[src/rtl/aes_decryptor_ip_buffer_pkg.sv]
// Shared types, sizes and the byte placement rule for the AES block buffers.
package aes_buf_pkg;

  localparam int NO_ROWS_C = 4;
  localparam int NO_COLS_C = 4;
  localparam int BLK_BYTES = NO_ROWS_C * NO_COLS_C;
  localparam int BLK_BITS  = BLK_BYTES * 8;

  // Cipher-text state: state[row][col] is one byte.
  typedef logic [NO_ROWS_C-1:0][NO_COLS_C-1:0][7:0] aes_state_t;

  typedef struct packed {
    int row;
    int col;
  } rc_t;

  // Serial byte k goes to row rows-1-(k/cols), column cols-1-(k%cols):
  // the first byte lands in the top corner, the last in [0][0].
  function automatic rc_t byte_idx_to_rc(input int k,
                                         input int rows = NO_ROWS_C,
                                         input int cols = NO_COLS_C);
    rc_t rc;
    rc.row = rows - 1 - (k / cols);
    rc.col = cols - 1 - (k % cols);
    return rc;
  endfunction

endpackage

[src/rtl/aes_decryptor_ip_buffer_fifo.sv]
// First-word-fall-through FIFO of whole cipher-text blocks.
module aes_blk_fifo
  import aes_buf_pkg::*;
#(
  parameter int DEPTH = 4,
  parameter int W     = $bits(aes_state_t)
) (
  input  logic                     clk,
  input  logic                     rst,
  input  logic                     push,
  input  logic                     pop,
  input  logic                     flush,
  input  logic [W-1:0]             din,
  output logic [W-1:0]             dout,
  output logic [$clog2(DEPTH):0]   level,
  output logic                     full,
  output logic                     empty
);

  localparam int AW = $clog2(DEPTH);
  localparam int LW = AW + 1;

  logic [W-1:0]  mem [DEPTH];
  logic [AW-1:0] wr_ptr_q, wr_ptr_d;
  logic [AW-1:0] rd_ptr_q, rd_ptr_d;
  logic [LW-1:0] level_q, level_d;
  logic          push_ok, pop_ok;

  assign full    = (level_q == LW'(DEPTH));
  assign empty   = (level_q == '0);
  assign level   = level_q;
  // A push into a full FIFO is only legal when the head leaves in the same cycle.
  assign push_ok = push && (!full || pop);
  assign pop_ok  = pop && !empty;
  // Empty FIFO presents zeros rather than stale RAM contents.
  assign dout    = empty ? '0 : mem[rd_ptr_q];

  // Pointer and level update; flush wins over any push/pop.
  always_comb begin
    wr_ptr_d = wr_ptr_q;
    rd_ptr_d = rd_ptr_q;
    level_d  = level_q;
    if (flush) begin
      wr_ptr_d = '0;
      rd_ptr_d = '0;
      level_d  = '0;
    end else begin
      if (push_ok) wr_ptr_d = wr_ptr_q + AW'(1);
      if (pop_ok)  rd_ptr_d = rd_ptr_q + AW'(1);
      if (push_ok && !pop_ok)      level_d = level_q + LW'(1);
      else if (!push_ok && pop_ok) level_d = level_q - LW'(1);
    end
  end

  // Pointer and level registers.
  always_ff @(posedge clk or posedge rst) begin
    if (rst) begin
      wr_ptr_q <= '0;
      rd_ptr_q <= '0;
      level_q  <= '0;
    end else begin
      wr_ptr_q <= wr_ptr_d;
      rd_ptr_q <= rd_ptr_d;
      level_q  <= level_d;
    end
  end

  // Block storage write port (no reset so it can map to RAM).
  always_ff @(posedge clk) begin
    if (push_ok && !flush) mem[wr_ptr_q] <= din;
  end

endmodule

[src/rtl/aes_decryptor_ip_buffer.sv]
// Serial-to-block packer feeding a block FIFO toward the AES decryptor.
module aes_decryptor_ip_buffer
  import aes_buf_pkg::*;
#(
  parameter int BLK_DEPTH = 4,
  parameter int NO_ROWS   = 4,
  parameter int NO_COLS   = 4
) (
  input  logic                                   aes_clk,
  input  logic                                   reset,
  input  logic                                   ofdm_sdata_vld,
  output logic                                   ofdm_sdata_rdy,
  input  logic                                   ofdm_sdata,
  input  logic                                   flush,
  output logic                                   cipher_txt_vld,
  input  logic                                   cipher_txt_rdy,
  output logic [NO_ROWS-1:0][NO_COLS-1:0][7:0]   p_cipher_txt,
  output logic [$clog2(BLK_DEPTH):0]             blk_level
);

  localparam int NBYTES = NO_ROWS * NO_COLS;
  localparam int BW     = $clog2(NBYTES);
  localparam int W      = NBYTES * 8;
  localparam logic [BW-1:0] LAST_BYTE = BW'(NBYTES - 1);

  // Only 7 history bits are kept: the 8th bit completes the byte directly.
  logic [6:0]    sr_q, sr_d;
  logic [2:0]    bit_cnt_q, bit_cnt_d;
  logic [BW-1:0] byte_cnt_q, byte_cnt_d;
  logic [W-1:0]  staging_q, staging_d, staging_upd;
  logic [7:0]    byte_full;
  logic          accept, byte_done, blk_done;
  logic          fifo_full, fifo_empty, pop;
  logic [W-1:0]  fifo_dout;

  // Only the final bit of a block stalls when no block slot is free.
  assign ofdm_sdata_rdy = !reset &&
                          !(fifo_full && bit_cnt_q == 3'd7 && byte_cnt_q == LAST_BYTE);
  assign accept    = ofdm_sdata_vld && ofdm_sdata_rdy;
  assign byte_full = {sr_q, ofdm_sdata};
  assign byte_done = accept && (bit_cnt_q == 3'd7);
  assign blk_done  = byte_done && (byte_cnt_q == LAST_BYTE);

  // Each byte slot is rewritten only when its serial index completes.
  for (genvar gi = 0; gi < NBYTES; gi++) begin : g_place
    localparam rc_t RC  = byte_idx_to_rc(gi, NO_ROWS, NO_COLS);
    localparam int  OFS = 8 * (RC.row * NO_COLS + RC.col);
    assign staging_upd[OFS +: 8] = (byte_done && byte_cnt_q == BW'(gi)) ?
                                   byte_full : staging_q[OFS +: 8];
  end

  // Packer next state; flush drops the partial block and the presented bit.
  always_comb begin
    sr_d       = sr_q;
    bit_cnt_d  = bit_cnt_q;
    byte_cnt_d = byte_cnt_q;
    staging_d  = staging_q;
    if (flush) begin
      sr_d       = '0;
      bit_cnt_d  = '0;
      byte_cnt_d = '0;
      staging_d  = '0;
    end else if (accept) begin
      sr_d      = byte_full[6:0];
      bit_cnt_d = bit_cnt_q + 3'd1;
      staging_d = staging_upd;
      if (byte_done) byte_cnt_d = blk_done ? '0 : byte_cnt_q + BW'(1);
    end
  end

  // Packer registers.
  always_ff @(posedge aes_clk or posedge reset) begin
    if (reset) begin
      sr_q       <= '0;
      bit_cnt_q  <= '0;
      byte_cnt_q <= '0;
      staging_q  <= '0;
    end else begin
      sr_q       <= sr_d;
      bit_cnt_q  <= bit_cnt_d;
      byte_cnt_q <= byte_cnt_d;
      staging_q  <= staging_d;
    end
  end

  assign pop            = cipher_txt_vld && cipher_txt_rdy;
  assign cipher_txt_vld = !fifo_empty;
  assign p_cipher_txt   = fifo_dout;

  // The pushed block includes the byte completed on this same edge.
  aes_blk_fifo #(
    .DEPTH (BLK_DEPTH),
    .W     (W)
  ) u_fifo (
    .clk   (aes_clk),
    .rst   (reset),
    .push  (blk_done),
    .pop   (pop),
    .flush (flush),
    .din   (staging_upd),
    .dout  (fifo_dout),
    .level (blk_level),
    .full  (fifo_full),
    .empty (fifo_empty)
  );

endmodule

[config.mk]
export PLATFORM = sky130hd
export DESIGN_NAME = aes_decryptor_ip_buffer
export DESIGN_NICKNAME = d
export VERILOG_FILES = /design/src/rtl/aes_decryptor_ip_buffer_pkg.sv /design/src/rtl/aes_decryptor_ip_buffer_fifo.sv /design/src/rtl/aes_decryptor_ip_buffer.sv
export SDC_FILE = /design/constraint.sdc
export NUM_CORES = 1
export LEC_CHECK = 0
export ABC_AREA = 1
export BUFFER_PORTS_ARGS = -buffer_cell sky130_fd_sc_hd__buf_2
export CORE_ASPECT_RATIO = 0.7
export CORE_MARGIN = 1
export CORE_UTILIZATION = 40
export DETAILED_ROUTE_END_ITERATION = 7
export PLACE_DENSITY_LB_ADDON = 0.08
export REMOVE_ABC_BUFFERS = 1
export SYNTH_ARGS = -nofsm -noshare
export SYNTH_HDL_FRONTEND = slang
export SYNTH_SLANG_ARGS = --single-unit
[constraint.sdc]
create_clock -name aes_clk -period 20.3 [get_ports aes_clk]
set_input_delay 1.015 -clock aes_clk [delete_from_list [all_inputs] [get_ports aes_clk]]
set_output_delay 1.015 -clock aes_clk [all_outputs]
set_load 0.01 [all_outputs]
---- After elaboration in Yosys (flattened, before gate mapping) ----
Memories as Yosys holds them, arrays and structs flattened.
Cells that the tools add are included.
storage, ports and cells
  bits of input ports ..................... 6
  memories ................................ 1
  bits in writable memories ............... 512
  register bits ........................... 149
memories
  memory      depth  bits a word  rd ports  clocked after memory_dff  wr ports  RTL line                            text
  u_fifo.mem  4      128          1         0                         1         aes_decryptor_ip_buffer_fifo.sv:23  logic [W-1:0] mem [DEPTH];
operators by class
  $add $sub $neg .......................... 6
  reduce and logical (&&, ||, !) cells .... 43
  equality and inequality tests ........... 17
  mux-type cells .......................... 36
operators by type and width
  operator             number
  $mux 128             3
  $mux 8               16
  $eq 4x4->1 const B   8
  $logic_and 1x1->1    27
  $eq 4x3->1 const B   4
  $mux 4               4
  $mux 3               5
  $mux 7               2
  $eq 4x2->1 const B   2
  $mux 2               4
  $reduce_bool 2->1    4
  $logic_not 1->1      7
  $add 3x1->3 const B  2
  $eq 3x3->1 const B   2
  $add 2x1->2 const B  2
  $add 4x1->4 const B  1
  $eq 4x1->1 const B   1
  $logic_not 4->1      1
  $logic_not 3->1      1
  $reduce_bool 3->1    1
  $sub 3x1->3 const B  1
  $mux 1               2
  $reduce_and 2->1     1
  $logic_or 1x1->1     1

---- Logic depth before layout (Yosys ltp) ----
Gate-level depths: netlist of the first run.
  depth in word-level cells ............... 14
  mapped depth ............................ 14
  mapped depth without buffers ............ 14

---- Modules after synthesis ----
A second synthesis of the first run with hierarchy kept.
second synthesis, totals
  cell total of the unflattened synthesis .. 2637
  area, all modules ....................... 27662.8 um2
modules (own cells, without submodules)
  module                   area an instance (um2)  cells each  times used
  aes_blk_fifo             20332.0                 1579        1
  aes_decryptor_ip_buffer  7330.8                  1058        1

---- Worst setup path before layout of the first run ----
No wires, ideal clock.
  kind .................................... input port to flip-flop
  start ................................... in reset
  end ..................................... mem u_fifo.mem[0][0] (netlist name), enable pin
  setup slack ............................. 9.350 ns
  setup time .............................. 0.617 ns
  path buffers ............................ 1
  arrival time ............................ 10.333 ns
  stages .................................. 6
  cell sequence ........................... inv_1 -> nand4_2 -> inv_1 -> buf_4 -> nand2_1 -> nor2_1
on the way
  word-level cells in the longest chain between the ends .. 9
ends and longest elaborated chain
  item                          RTL line                            text
  from (decl)                   aes_decryptor_ip_buffer.sv:10       input logic reset,
  $logic_not 1->1 (no line)     -
  $logic_and 1x1->1             aes_decryptor_ip_buffer.sv:37       assign ofdm_sdata_rdy = !reset &&
  $logic_and 1x1->1             aes_decryptor_ip_buffer.sv:39       assign accept = ofdm_sdata_vld && ofdm_sdata_rdy;
  $logic_and 1x1->1             aes_decryptor_ip_buffer.sv:41       assign byte_done = accept && (bit_cnt_q == 3'd7);
  $logic_and 1x1->1             aes_decryptor_ip_buffer.sv:42       assign blk_done = byte_done && (byte_cnt_q == LAST_BYTE);
  $logic_and 1x1->1             aes_decryptor_ip_buffer_fifo.sv:33  assign push_ok = push && (!full || pop);
  $logic_and 1x1->1             aes_decryptor_ip_buffer_fifo.sv:70  if (push_ok && !flush) mem[wr_ptr_q] <= din;
  $mux 1                        aes_decryptor_ip_buffer_fifo.sv:70
  $mux 1 (implied by the code)  aes_decryptor_ip_buffer_fifo.sv:70
  to (decl)                     aes_decryptor_ip_buffer_fifo.sv:23
No other way between the ends.

---- Worst setup path in the final report of the first run ----
  start ................................... in reset
  end ..................................... mem u_fifo.mem[1][119] (netlist name), enable pin
Same word-level chain as after synthesis.

==> results of run 1 <==
==> worst reg2reg max path: cells and delay by family (launching register included) <==
family | cells | cell delay, ns
buf+inv | 3 | 2.30
simple gates | 5 | 1.48
flops | 1 | 0.38
fa+ha+maj | 2 | 0.36
==> state kept, by name, indices dropped and copies added (netlist names) <==
signal           count
u_fifo.rd_ptr_q      2
byte_cnt_q           4
u_fifo.mem         512
u_fifo.level         3
sr_q                 7
bit_cnt_q            3
u_fifo.wr_ptr_q      2
staging_q          128
==> kinds of logic after synthesis <==
group	share of synthesized area, %
buf+inv	5.80
compound gates	7.73
flops	70.1
fa+ha+maj	0.533
xor+xnor	0.0643
simple gates	15.7
==> cell usage in the layout, fill, tap and decap left out <==
master and n:
nor2_2 10, clkinv_4 1, buf_2 137, clkbuf_1 13, inv_1 276, fa_1 1
nor2_4 6, or2_2 8, clkbuf_8 6, o21a_1 1, inv_6 3, nand3_2 1
clkinv_2 16, xnor2_1 1, buf_4 26, nand3_1 14, nor2_1 658, nand2_2 11
nand2_1 396, o21ai_0 274, inv_2 2, ha_1 10, dfrtp_4 2, clkbuf_16 71
bufinv_16 2, clkinv_1 12, edfxtp_1 512, nor3_1 1, o21ai_1 4, nand4_2 1
xor2_1 1, nand4_1 3, dfrtp_1 147, inv_4 1, a21oi_1 141
==> power breakdown <==
| group | switching [W] | internal (W) | leakage, nW | total [W] |
|---|---|---|---|---|
| clock network | 0.000514 | 0.000686 | 1.05 | 0.00120 |
| logic | 0.0000168 | 0.00000254 | 5.52 | 0.0000193 |
| registers | 0.00000118 | 0.00144 | 6.69 | 0.00144 |
==> routing by layer <==
metal  routed length (um)  vias up
li1                     -     8720
met1                33000     8828
met2                32800      365
met3                 3020       83
met4                 1330        0
met5                    0        -
==> cell type report <==
class | count | area (um^2)
clock buffers | 90 | 1910
repair buffers | 163 | 881
fillers | 6239 | 36000
inverters | 281 | 1070
multi-input cells | 1542 | 6590
clock inverters | 32 | 203
flip-flops and latches | 661 | 19100
well taps | 891 | 1110
==> worst max-delay path by stage <==
stage / startpoint / endpoint / slack, ns
after floorplan: reset / u_fifo.mem[0][0] / 8.90
after global placement: reset / u_fifo.mem[1][119] / 14.43
after detailed placement: reset / u_fifo.mem[1][84] / 14.27
after CTS: reset / u_fifo.mem[1][85] / 14.90
after global routing: reset / u_fifo.mem[1][85] / 14.51
final: reset / u_fifo.mem[1][119] / 15.00
==> synthesized netlist by cell type <==
library cell / instances
a21oi_1: 141
buf_1: 5
buf_2: 24
buf_4: 2
buf_6: 1
clkbuf_1: 96
dfrtp_1: 149
edfxtp_1: 512
fa_1: 1
ha_1: 10
inv_1: 278
inv_2: 3
nand2_1: 396
nand2_2: 11
nand3_1: 14
nand3_2: 1
nand4_1: 3
nand4_2: 1
nor2_1: 663
nor2_2: 10
nor2_4: 1
nor3_1: 1
o21a_1: 1
o21ai_0: 274
o21ai_1: 4
or2_2: 8
xnor2_1: 1
xor2_1: 1
==> metrics by stage <==
| stage | util [%] | hold slack (ns) | power, W |
|---|---|---|---|
| final | 46.1 | 0.520 | 0.00266 |
| after global routing | 46.1 | 0.569 | 0.00274 |
| after CTS | 46.1 | 0.524 | 0.00269 |
| after detailed placement | 43.0 | 0.502 | 0.00149 |
| after global placement | 43.0 | 0.509 | 0.00149 |
| after floorplan | - | 0.480 | 0.00148 |
==> results.sh, run 1 <==
export IMPL_status="finished clean"
export IMPL_cts_hold_buf=0
export IMPL_grt_overflow_total=0
export IMPL_rows=79
export IMPL_globalRouteMet3Util_pct=3.01
export IMPL_cts_reportedPaths_clkPinSlew_ns=0.07
export IMPL_r2r_start="bit_cnt_q[0]"
export IMPL_use_met1_pct=29.1
export IMPL_critical_path_top_delay_family="buffers and inverters"
export IMPL_vdd_drop_max_uv=59.6
export IMPL_syn_area_um2=27200
export IMPL_area_delta_synth_final_pct=13.4
export IMPL_viasPerCell=4.92
export IMPL_cts_resized=0
export IMPL_boundaryPins=139
export IMPL_synth_seq_cells=661
export IMPL_diodes=0
export IMPL_endpoint_kind="flip-flop"
export IMPL_reg2reg_to="u_fifo.mem[1][119]"
export IMPL_fin_nets=2733
export IMPL_grt_max_degree=116
export IMPL_tns_ns=0
export IMPL_worstMarginPinSlew_ns=1.22
export IMPL_start_util_pct=40.7
export IMPL_synth_top_cell_by_area="edfxtp_1"
export IMPL_yosysUniqueCellTypes=28
export IMPL_clock_sinks=661
export IMPL_cap_violations=0
export IMPL_hold_viol=0
export IMPL_crit_top_cell="buf_4"
export IMPL_root_buffer="clkbuf_16"
export IMPL_slew_headroom_pct=18.6
export IMPL_rsz0062_at_grt="false"
export IMPL_finalClockSkew_ns=0.0301
export IMPL_reg2reg_depth=10
export IMPL_hp_start="bit_cnt_q[1]"
export IMPL_clk_latency_ns=0.61
export IMPL_avgSynthCellArea_um2=10.4
export IMPL_busiest_layer="met2"
export IMPL_wl_um=70200
export IMPL_clockBufferDepth=3
export IMPL_ant_nets=0
export IMPL_stdcell_count=3660
export IMPL_ys_top_cells_by_area="edfxtp_1 56%, dfrtp_1 14%, nor2_1 9.1%"
export IMPL_dp_cells=3538
export IMPL_critPathBufInv=5
export IMPL_ys_warn_count=0
export IMPL_crit_chain="buf_2, inv_6, nand4_2, inv_1, nand2_1, nor2_4, buf_4, buf_4"
export IMPL_hold_class="reg -> reg"
export IMPL_synth_cells=2612
export IMPL_worst_endpoint_arrival_ns=5.51
export IMPL_gr_usage_met2_pct=33.8
export IMPL_start_kind="input port"
export IMPL_fin_ws_ns=15.00
export IMPL_fin_area_um2=30900
export IMPL_min_period_over_period_pct=26.1
export IMPL_cp_max_fo=95
export IMPL_antenna_found_initial=3
export IMPL_dieWidth_um=314
export IMPL_grt_pass1_wl_um=107000
export IMPL_powerDensity_nw_per_um2=86.3
export IMPL_gp_congestion=0.752
export IMPL_post_route_cells_drive_above_1_share_pct=11.0
export IMPL_crit_slowest_cell="buf_4"
export IMPL_critPathKind="in -> reg"
export IMPL_p_leak_nw=13.3
export IMPL_cp_num_cells=8
export IMPL_htreeDepth=3
export IMPL_slew_violations=0
export IMPL_place_area_um2=28800
export IMPL_drt_initial_drc_count=1155
export IMPL_r2r_setup_slack_ns=15.33
export IMPL_yosysTopAreaCellShare_pct=56.5
export IMPL_hold_path_depth=2
export IMPL_die_area_um2=69200
export IMPL_die_height_um=220
export IMPL_postCtsSetupBuffers=0
export IMPL_place_ws_ns=14.27
export IMPL_yosysSeqAreaShare_pct=70.1
export IMPL_drt_first_pass_iters=5
export IMPL_finalSetupViolations=0
export IMPL_grt_pass1_vias=17538
export IMPL_drcViolationCount=0
export IMPL_max_freq_mhz=189
export IMPL_dp_hpwl_um=37400
export IMPL_cts_buffers=67
export IMPL_holdPathEnd="bit_cnt_q[1]"
export IMPL_vias=17996
export IMPL_core_area_um2=66900
export IMPL_io_buffers=138
export IMPL_wl_per_cell_um=19.2
export IMPL_post_route_min_period_ns=5.30
export IMPL_cts_tree="built"
export IMPL_grtUsageTotal_pct=20.7
export IMPL_cpPeakStageDelay_ns=0.94
export IMPL_required_ns=20.51
(Power assumes the default switching activity.)
==> run 2: changes to the inputs <==
Clock period 20.3 ns to 4.9 ns, I/O delays scaled along.
==> results.sh, run 2 (synthesis results as in run 1) <==
export IMPL_status="finished clean"
export IMPL_crit_chain="buf_12, nor2_1, nor2_1, o21ai_0, a21oi_1, buf_2"
export IMPL_fin_nets=2742
export IMPL_clock_sinks=661
export IMPL_start_util_pct=40.7
export IMPL_p_leak_nw=13.3
export IMPL_min_period_over_period_pct=75.7
export IMPL_finalSetupViolations=0
export IMPL_fin_hold_ws_ns=0.0726
export IMPL_max_freq_mhz=270
export IMPL_hold_viol=0
export IMPL_stdcell_count=3670
export IMPL_cts_buffers=68
export IMPL_root_buffer="clkbuf_16"
export IMPL_gp_congestion=0.770
export IMPL_dieWidth_um=314
export IMPL_fillerInstances=6213
export IMPL_viasPerCell=4.97
export IMPL_cp_max_fo=231
export IMPL_finalPower_w=0.0112
export IMPL_finalClockSkew_ns=0.0209
export IMPL_area_delta_synth_final_pct=14.4
export IMPL_start_kind="flip-flop"
export IMPL_wl_per_cell_um=19.5
export IMPL_layout_common_cells="658 x nor2_1, 512 x edfxtp_1, 396 x nand2_1"
export IMPL_cpPeakStageDelay_ns=0.79
export IMPL_tns_ns=0
export IMPL_antenna_found_initial=4
export IMPL_vdd_drop_max_uv=225
export IMPL_die_height_um=220
export IMPL_slew_headroom_pct=9.53
export IMPL_wl_met3_um=3720
export IMPL_post_route_cells_drive_above_1_share_pct=11.1
export IMPL_grt_max_degree=232
export IMPL_critPathKind="reg -> out"
export IMPL_critPathBufInv=2
export IMPL_vias=18247
export IMPL_reg2reg_depth=10
export IMPL_io_buffers=138
export IMPL_dp_hpwl_um=38900
export IMPL_core_area_um2=66900
export IMPL_reg_top3="u_fifo.mem: 512 flops, staging_q: 128 flops, sr_q: 7 flops"
export IMPL_crit_top_cell="nor2_1"
export IMPL_hp_start="cipher_txt_rdy"
export IMPL_layout_commonest_cell="nor2_1"
export IMPL_worstMarginPinSlew_ns=1.36
export IMPL_clk_latency_ns=0.61
export IMPL_wl_met1_um=34000
export IMPL_holdPathEnd="u_fifo.rd_ptr_q[0]"
export IMPL_largest_reg_flops=512
export IMPL_hold_path_depth=3
export IMPL_rsz0062_at_grt="false"
export IMPL_crit_slowest_cell="buf_12"
export IMPL_drcViolationCount=0
export IMPL_post_route_min_period_ns=3.71
export IMPL_top_layer="met5"
export IMPL_reg2reg_to="u_fifo.mem[0][17]"
export IMPL_boundaryPins=139
export IMPL_die_area_um2=69200
export IMPL_drt_initial_drc_count=1358
export IMPL_cap_violations=0
export IMPL_grt_pass1_vias=18010
export IMPL_diodes=0
export IMPL_required_ns=4.66
export IMPL_r2r_start="bit_cnt_q[0]"
export IMPL_grtUsageTotal_pct=21.1
export IMPL_critical_path_top_delay_family="buffers and inverters"
export IMPL_r2r_setup_slack_ns=1.31
export IMPL_regMostFlops="u_fifo.mem"
export IMPL_worst_endpoint_arrival_ns=3.47
export IMPL_rows=79
export IMPL_cts_tree="built"
export IMPL_drt_first_pass_iters=5
export IMPL_ant_nets=0
export IMPL_htreeDepth=3
export IMPL_slew_violations=0
export IMPL_clockBufferDepth=3
export IMPL_wl_um=71600
export IMPL_powerDensity_nw_per_um2=360
export IMPL_hold_class="in -> reg"
export IMPL_endpoint_kind="output pin"
export IMPL_grt_pass1_wl_um=109000
export IMPL_route_met2_wl_um=32400
export IMPL_cts_reportedPaths_clkPinSlew_ns=0.06
export IMPL_dp_cells=3544
export IMPL_grt_overflow_total=0
==> run 2: changes by cell type in the layout (fill, tap and decap cells not counted), sizes merged <==
cell and change:
clkbuf +6, clkinv -11, clkinvlp +5, bufinv +3
buf +6, inv -1, dlygate4sd3 +2
==> run 2: how the worst max path moves through the flow <==
| stage | startpoint | slack (ns) | endpoint | cells after the start |
|---|---|---|---|---|
| after CTS | u_fifo.rd_ptr_q[0] | 1.18 | p_cipher_txt[123] | 6 |
| after floorplan | reset | -5.73 | u_fifo.mem[0][0] | 5 |
| after detailed placement | bit_cnt_q[0] | 1.39 | u_fifo.mem[1][61] | 9 |
| after global placement | bit_cnt_q[0] | 1.42 | u_fifo.mem[2][22] | 10 |
| after global routing | u_fifo.rd_ptr_q[0] | 0.94 | p_cipher_txt[33] | 6 |
| final | u_fifo.rd_ptr_q[0] | 1.19 | p_cipher_txt[123] | 6 |
==> run 2: power by group <==
| group | leakage [nW] | total [W] | switching, W | internal (W) |
|---|---|---|---|---|
| clock network | 1.06 | 0.00515 | 0.00213 | 0.00302 |
| registers | 6.69 | 0.00598 | 0.00000455 | 0.00598 |
| logic | 5.59 | 0.0000865 | 0.0000746 | 0.0000119 |
| total | 13.3 | 0.0112 | 0.00221 | 0.00901 |
==> run 2: worst min-delay path: cells and delay by family <==
kind	cells	cell delay [ns]
buffers and inverters	1	0.09
and+or+nand+nor	1	0.20
AOI/OAI and AO/OA	1	0.10
==> run 2: layer usage <==
metal	track usage (%)	vias to the layer above
li1	-	8733
met3	3.70	95
met4	5.87	2
met5	0	-
met2	33.6	414
met1	29.8	9003
==> run 2: through the flow <==
stage                     utilization, %  setup slack (ns)  cell area (um^2)
after CTS                           46.6              1.18             31200
after global routing                46.6             0.940             31200
after global placement              43.3              1.42             28900
after detailed placement            43.3              1.39             28900
after floorplan                        -             -5.73             26700
final                               46.6              1.19             31200
==> run 2: area by class of cell <==
cell class / instances / area (um^2) / area share (%)
clock buffer: 96 / 1930 / 6.20
clock inverter: 28 / 272 / 0.871
inverter: 281 / 1070 / 3.42
multi-input combinational: 1542 / 6590 / 21.1
sequential: 661 / 19100 / 61.3
tap: 891 / 1110 / 3.58
timing repair buffer: 171 / 1080 / 3.48
==> run 2: timing repair <==
item / 4_1_cts / 5_1_grt
hold buffers: 2 / 0
resized for setup: 0 / 0
hold endpoints to repair: 36 / 0
setup buffers: 0 / 0
==> run 3: changes to the inputs <==
Clock period 4.9 ns to 3.1 ns, I/O delays scaled along.
==> results.sh, run 3 (synthesis results as in run 1) <==
export IMPL_wl_per_cell_um=19.4
export IMPL_hold_class="in -> reg"
export IMPL_tns_ns=0
export IMPL_grt_overflow_total=0
export IMPL_max_freq_mhz=335
export IMPL_grt_pass1_vias=17903
export IMPL_endpoint_kind="output pin"
export IMPL_start_util_pct=40.7
export IMPL_grtUsageTotal_pct=21.0
export IMPL_hold_viol=0
export IMPL_cap_violations=0
export IMPL_io_buffers=138
export IMPL_antenna_found_initial=3
export IMPL_grt_pass1_wl_um=109000
export IMPL_cp_max_fo=43
export IMPL_vias=18294
export IMPL_dieWidth_um=314
export IMPL_drt_initial_drc_count=1288
export IMPL_clk_latency_ns=0.61
export IMPL_viasPerCell=4.95
export IMPL_regMostFlops="u_fifo.mem"
export IMPL_rows=79
export IMPL_finalSetupViolations=0
export IMPL_place_area_um2=29200
export IMPL_core_area_um2=66900
export IMPL_ant_nets=0
export IMPL_min_period_over_period_pct=96.3
export IMPL_htreeDepth=3
export IMPL_reg_top3="u_fifo.mem: 512 flops, staging_q: 128 flops, sr_q: 7 flops"
export IMPL_status="finished clean"
export IMPL_die_height_um=220
export IMPL_worstMarginPinSlew_ns=0.856
export IMPL_largest_reg_flops=512
export IMPL_drcViolationCount=0
export IMPL_start_kind="flip-flop"
export IMPL_die_area_um2=69200
export IMPL_dp_hpwl_um=39700
export IMPL_cts_reportedPaths_clkPinSlew_ns=0.06
export IMPL_vdd_drop_max_uv=388
export IMPL_fin_nets=2767
export IMPL_gp_congestion=0.749
export IMPL_drt_first_pass_iters=5
export IMPL_slew_headroom_pct=42.9
export IMPL_worst_endpoint_arrival_ns=2.83
export IMPL_layout_commonest_cell="nor2_1"
export IMPL_finalClockSkew_ns=0.0155
export IMPL_post_route_min_period_ns=2.99
export IMPL_clockBufferDepth=3
export IMPL_required_ns=2.94
export IMPL_post_route_cells_drive_above_1_share_pct=11.8
export IMPL_p_leak_nw=13.5
export IMPL_root_buffer="clkbuf_16"
export IMPL_rsz0062_at_grt="false"
export IMPL_grt_max_degree=148
export IMPL_boundaryPins=139
export IMPL_fin_area_um2=31400
export IMPL_diodes=0
export IMPL_cts_tree="built"
export IMPL_clock_sinks=661
export IMPL_area_delta_synth_final_pct=15.5
export IMPL_powerDensity_nw_per_um2=563
export IMPL_cts_buffers=68
export IMPL_critPathKind="reg -> out"
export IMPL_wl_um=71700
export IMPL_slew_violations=0
export IMPL_layout_common_cells="658 x nor2_1, 512 x edfxtp_1, 396 x nand2_1"
==> run 3: cell type report <==
cell class                 count  area, um^2
inverter                     281        1070
clock inverter                30         277
timing repair buffer         196        1380
sequential                   661       19100
tap                          891        1110
clock buffer                  92        1910
multi-input combinational   1542        6590
fill                        6236       35500
==> run 3: per-stage QoR <==
step | cells | worst slack (ns) | total power, W | util [%] | hold slack (ns)
5_1_grt | 3693 | 0.0234 | 0.0182 | 47.0 | 0.0168
3_3_place_gp | 3567 | 0.517 | 0.00978 | 43.7 | 0.471
4_1_cts | 3693 | 0.116 | 0.0179 | 47.0 | 0.00147
6_report | 3693 | 0.114 | 0.0177 | 47.0 | 0.0302
3_5_place_dp | 3567 | 0.479 | 0.00979 | 43.7 | 0.496
2_1_floorplan | 2484 | -7.44 | 0.00970 | - | 0.218
==> run 3: power by group <==
| part | internal, W | switching (W) | total, W |
|---|---|---|---|
| Combinational | 0.0000252 | 0.000121 | 0.000146 |
| Clock | 0.00473 | 0.00337 | 0.00810 |
| Sequential | 0.00945 | 0.00000780 | 0.00946 |
| Total | 0.0142 | 0.00350 | 0.0177 |
==> run 3: critical path, stage by stage (launching register included) <==
cell     delay, ns
dfrtp_4       0.69
inv_4         0.37
buf_12        0.29
nor2_1        0.11
o21ai_0       0.08
a21oi_1       0.42
buf_2         0.22
==> run 3: what timing repair did <==
item / 4_1_cts / 5_1_grt
setup buffers: 1 / 0
hold endpoints to repair: 110 / 0
resized for setup: 0 / 0
setup endpoints to repair: 24 / 0
hold buffers: 3 / 0
==> run 3: worst paths after layout <==
check | startpoint | to | slack, ns | cells past startpoint
max reg2reg | bit_cnt_q[0] | u_fifo.mem[2][87] | 0.50 | 9
max in group asynchronous | reset | staging_q[112] | 1.59 | 5
max | u_fifo.rd_ptr_q[1] | p_cipher_txt[104] | 0.11 | 6
min in group asynchronous | reset | u_fifo.level[2] | 0.38 | 4
min reg2reg | bit_cnt_q[1] | bit_cnt_q[1] | 0.52 | 2
min | cipher_txt_rdy | u_fifo.rd_ptr_q[0] | 0.03 | 3
==> run 3: metal layers <==
metal / GRT usage [%] / part of all wire [%] / vias to the layer above
met1: 30.3 / 48 / 9043
met3: 3.66 / 4.5 / 109
met4: 4.85 / 2.0 / 0
met2: 33.3 / 45 / 362
li1: - / - / 8780
met5: 0 / 0 / -
